### config.mk
export PLATFORM = sky130hd
export DESIGN_NAME = call_ret_sequencer
export DESIGN_NICKNAME = d
export VERILOG_FILES = /design/src/rtl/cpu_stack_pkg.sv /design/src/rtl/call_ret_sequencer.sv
export SDC_FILE = /design/constraint.sdc
export NUM_CORES = 1
export LEC_CHECK = 0
export ABC_AREA = 1
export BUFFER_PORTS_ARGS = -buffer_cell sky130_fd_sc_hd__buf_4
export CORE_ASPECT_RATIO = 1.75
export CORE_MARGIN = 8
export CORE_UTILIZATION = 44
export DETAILED_ROUTE_END_ITERATION = 12
export PLACE_DENSITY = 0.68
export SYNTH_ARGS = -nofsm -noshare
export SYNTH_HDL_FRONTEND = slang
export SYNTH_SLANG_ARGS = --single-unit
### constraint.sdc
create_clock -name clock -period 3.64 [get_ports clock]
set_input_delay 0.182 -clock clock [delete_from_list [all_inputs] [get_ports clock]]
set_output_delay 0.182 -clock clock [all_outputs]
set_load 0.005 [all_outputs]
### src/rtl/cpu_stack_pkg.sv
// Shared encodings for the CALL/RET stack-port initiator: FSM states,
// abort codes and the push/pop strobe polarity.
package cpu_stack_pkg;

    localparam logic [2:0] S_IDLE    = 3'd0;
    localparam logic [2:0] S_PUSH_LO = 3'd1;
    localparam logic [2:0] S_PUSH_HI = 3'd2;
    localparam logic [2:0] S_POP_HI  = 3'd3;
    localparam logic [2:0] S_POP_LO  = 3'd4;
    localparam logic [2:0] S_CAP_LO  = 3'd5;
    localparam logic [2:0] S_FIN     = 3'd6;

    localparam logic [1:0] ERR_NONE     = 2'd0;
    localparam logic [1:0] ERR_OVF      = 2'd1;
    localparam logic [1:0] ERR_UNF      = 2'd2;
    localparam logic [1:0] ERR_CONFLICT = 2'd3;

    localparam logic STK_PUSH = 1'b1;
    localparam logic STK_POP  = 1'b0;

endpackage

### src/rtl/call_ret_sequencer.sv
// Turns one CALL/RET request into byte-wide push/pop strobes to the hardware
// stack; CALL pushes low byte first, RET pops high byte first.
module call_ret_sequencer
    import cpu_stack_pkg::*;
#(
    parameter int ADDR_W = 16,
    parameter int DATA_W = 8,
    parameter int NEST_W = 4
) (
    input  logic              clock,
    input  logic              reset,
    input  logic              call_req,
    input  logic              ret_req,
    input  logic [ADDR_W-1:0] call_addr,
    output logic              ready,
    output logic              done,
    output logic              err,
    output logic [1:0]        err_code,
    output logic [ADDR_W-1:0] ret_addr,
    output logic [NEST_W-1:0] call_depth,
    output logic              stk_en,
    output logic              stk_push,
    output logic [DATA_W-1:0] stk_wdata,
    input  logic [DATA_W-1:0] stk_rdata,
    input  logic              stk_empty,
    input  logic              stk_full
);

    logic [2:0]        state;
    logic [ADDR_W-1:0] addr_q;
    logic [DATA_W-1:0] hi_q;
    logic [1:0]        fin_code;
    logic              fin_ret;

    // Popped bytes arrive one cycle after their strobe is visible, so the
    // high byte lands in CAP_LO and the low byte in FIN. ret_addr is only
    // committed in FIN so an aborted RET leaves the previous PC intact.
    always_ff @(posedge clock) begin
        if (reset) begin
            state      <= S_IDLE;
            ready      <= 1'b1;
            done       <= 1'b0;
            err        <= 1'b0;
            err_code   <= ERR_NONE;
            ret_addr   <= '0;
            call_depth <= '0;
            stk_en     <= 1'b0;
            stk_push   <= 1'b0;
            stk_wdata  <= '0;
            addr_q     <= '0;
            hi_q       <= '0;
            fin_code   <= ERR_NONE;
            fin_ret    <= 1'b0;
        end else begin
            stk_en   <= 1'b0;
            done     <= 1'b0;
            err      <= 1'b0;
            err_code <= ERR_NONE;
            case (state)
                S_IDLE: begin
                    fin_code <= ERR_NONE;
                    fin_ret  <= 1'b0;
                    if (call_req && ret_req) begin
                        fin_code <= ERR_CONFLICT;
                        state    <= S_FIN;
                        ready    <= 1'b0;
                    end else if (call_req) begin
                        addr_q <= call_addr;
                        state  <= S_PUSH_LO;
                        ready  <= 1'b0;
                    end else if (ret_req) begin
                        state <= S_POP_HI;
                        ready <= 1'b0;
                    end
                end
                S_PUSH_LO: begin
                    if (stk_full) begin
                        fin_code <= ERR_OVF;
                        state    <= S_FIN;
                    end else begin
                        stk_en    <= 1'b1;
                        stk_push  <= STK_PUSH;
                        stk_wdata <= addr_q[DATA_W-1:0];
                        state     <= S_PUSH_HI;
                    end
                end
                S_PUSH_HI: begin
                    if (stk_full) begin
                        fin_code <= ERR_OVF;
                        state    <= S_FIN;
                    end else begin
                        stk_en    <= 1'b1;
                        stk_push  <= STK_PUSH;
                        stk_wdata <= addr_q[ADDR_W-1:DATA_W];
                        state     <= S_FIN;
                        if (call_depth != '1)
                            call_depth <= call_depth + NEST_W'(1);
                    end
                end
                S_POP_HI: begin
                    if (stk_empty) begin
                        fin_code <= ERR_UNF;
                        state    <= S_FIN;
                    end else begin
                        stk_en   <= 1'b1;
                        stk_push <= STK_POP;
                        state    <= S_POP_LO;
                    end
                end
                S_POP_LO: begin
                    if (stk_empty) begin
                        fin_code <= ERR_UNF;
                        state    <= S_FIN;
                    end else begin
                        stk_en   <= 1'b1;
                        stk_push <= STK_POP;
                        state    <= S_CAP_LO;
                    end
                end
                S_CAP_LO: begin
                    hi_q    <= stk_rdata;
                    fin_ret <= 1'b1;
                    state   <= S_FIN;
                    if (call_depth != '0)
                        call_depth <= call_depth - NEST_W'(1);
                end
                S_FIN: begin
                    done     <= 1'b1;
                    err      <= (fin_code != ERR_NONE);
                    err_code <= fin_code;
                    if (fin_ret)
                        ret_addr <= {hi_q, stk_rdata};
                    state <= S_IDLE;
                    ready <= 1'b1;
                end
                default: begin
                    state <= S_IDLE;
                    ready <= 1'b1;
                end
            endcase
        end
    end

endmodule

==> qor.yml <==
period_needed_ps: 2030
core-area_um2: 6090
grt_pass1_wl_um: 10000
clkPwrFrac_pct: 27.8
avgRoutedWirePerCell_um: 12.5
report.final.slew_viol_count: 0
cts_tree: "done"
yosys_register_bits: 65
leakage_nw: 1.46
rsz0062_at_grt: "false"
clock_skew_ps: 3.51
crit_required_ps: 3830
peakVddDrop_v: 0.000376
syn_area_per_cell_um2: 7.80
placementRows: 38
portBuffers: 64
max_freq_ghz: 0.494
ys_top_cells_by_area: "dfxtp_1 48%, o21ai_0 8.3%, nand2_1 7.6%"
n_antenna_cell: 0
synth-edff-count: 0
post-synth-top-count-cell: "dfxtp_1"
totalWireLength_um: 6120
ctsHoldBuffers: 0
firstDrtPassIters: 4
synth_cells: 347
final_core_util_pct: 55.1
crit_path_end_kind: "flop"
insertion_delay_ps: 340
tightest_slew_ps: 1040
p_int_mw: 1.38
seqPwrFrac_pct: 44.7
cts_setup_buffers: 0
vias_per_cell: 4.87
yosys.area.top_type: "dfxtp_1"
ys_types: 30
post_cts_resize_count: 0
async_flop_share_pct: 0
root_buffer: "clkbuf_8"
area_growth_pct: 23.9
io_pins: 65
status: "completed"
syn-num-nets: 378
max_cap_violations: 0
max_slew_margin_pct: 30.3
crit_path_max_fanout: 32
synth_commonest_cells: "65 x dfxtp_1, 55 x nand2_1, 45 x o21ai_0"
ys_seq_area_share_pct: 48.1
grt_use_total_pct: 14.4
combPwrFrac_pct: 27.6
synth_area_um2: 2710
die-area_um2: 9020
hold_path_class: "in -> reg"
initial_core_util_pct: 44.5
cts_buffers: 9
finalSetupViolations: 0
grt_pass1_vias: 2186
total_power_mw: 2.09
fin_setup_tns_ps: 0
antenna_left: 0
critPathKind: "reg -> reg"
finalCritPeriodShare_pct: 55.7
vias: 2384
clk_pin_slew_worst_paths_ps: 70
p_sw_share_pct: 33.9
rrSetupSlack_ps: 1610
synth_top_area_share_pct: 48.1
cts_htree_levels: 3
cts_max_path_buffers: 2
overflow: 0
hold_violations: 0
grt_max_degree: 44
die_y_um: 120
drc: 0
start_kind: "flop"
p_per_area_nw_per_um2: 622
fp.dieW_um: 75.3
final_layout_size_suffix_gt1_share_pct: 24.4
cts.sinks: 65
hpwlAfterDp_um: 4410
drtIter0Drc: 186
antenna_found_initial: 0
arrival_ps: 2220
synth-main-ff-cell: "dfxtp_1"
yosys_warnings: 0
nets: 436
p_switching_mw: 0.706
place_congestion: 0.818
==> routing by layer <==
metal	wire [µm]	vias to the layer above	track usage [%]
met5	0	-	0
met4	170	0	8.11
met3	429	14	4.93
met2	3060	70	23.1
met1	2460	1060	15.9
li1	-	1240	-
==> kinds of logic (layout without fill, tap and decap cells) <==
logic type	Yosys count	in the layout	synth area share [%]
and+or+nand+nor	122	122	20.9
AOI/OAI and AO/OA	93	93	18.1
DFF	65	65	48.1
buffers and inverters	64	127	11.5
xor gates and xnor gates	2	2	0.925
adders and majority gates	1	1	0.462
==> worst paths after layout <==
check        depth (start not counted)                        end                       from
max                                  3  ret_addr[10]$_SDFFE_PP0P_      state[2]$_SDFFE_PP0P_
min                                  3    addr_q[14]$_SDFFE_PP0P_              call_addr[14]
max reg2reg                          3  ret_addr[10]$_SDFFE_PP0P_      state[2]$_SDFFE_PP0P_
min reg2reg                          2  ret_addr[13]$_SDFFE_PP0P_  ret_addr[13]$_SDFFE_PP0P_
==> placed cells by master (no fill, tap or decap) <==
master / synthesis / final
a21oi_1: 35 / 35
a31oi_1: 8 / 8
a41oi_1: 1 / 1
buf_4: 0 / 64
clkbuf_1: 9 / 1
clkbuf_8: 0 / 13
clkinv_2: 0 / 2
dfxtp_1: 65 / 65
ha_1: 1 / 1
inv_1: 40 / 40
inv_2: 5 / 5
inv_4: 1 / 1
inv_6: 1 / 1
nand2_1: 55 / 55
nand2_2: 3 / 3
nand2_4: 2 / 2
nand3_1: 9 / 9
nand3_2: 3 / 3
nand3_4: 1 / 1
nand4_1: 4 / 4
nor2_1: 40 / 40
nor2_4: 2 / 2
nor3_4: 1 / 1
nor4_1: 2 / 2
o21ai_0: 45 / 45
o21ai_1: 1 / 1
o21ai_2: 1 / 1
o31ai_1: 1 / 1
o32ai_1: 1 / 1
xor2_1: 1 / 1
xor2_2: 1 / 1
==> stage by stage <==
stage	std cells	hold slack [ps]	worst slack [ps]	area, µm²
floorplan	347	317	2160	2710
global placement	474	403	1690	3160
detailed placement	474	409	1600	3160
CTS	490	43.9	1590	3350
global route	490	55.8	1320	3350
finish	490	55.8	1610	3350
==> area by class of cell <==
type / count / area (µm²)
clock inverters: 2 / 10.0
inverters: 47 / 184
multi-input cells: 218 / 1090
repair buffers: 64 / 480
fillers: 630 / 2730
clock buffers: 14 / 183
well taps: 80 / 100
flip-flops and latches: 65 / 1300
==> state kept, by name (all words and copies together) (netlist names) <==
register    cells
err             1
fin_code        2
fin_ret         1
addr_q         16
state           3
ret_addr       16
stk_wdata       8
err_code        2
done            1
call_depth      4
stk_en          1
ready           1
hi_q            8
stk_push        1
==> power groups by stage <==
stage	clock (mW)	sequential, mW	combinational (mW)
3_3_place_gp	0	0.943	0.565
2_1_floorplan	0	0.913	0.446
6_report	0.579	0.932	0.575
3_5_place_dp	0	0.945	0.579
4_1_cts	0.595	0.932	0.581
5_1_grt	0.626	0.950	0.648
==> worst max-delay path, cell delays in order, from the launching register on <==
cell     delay [ps]
dfxtp_1         510
nand4_1         840
o21ai_0         450
a21oi_1          80
Power figures use the tool's default switching activity.
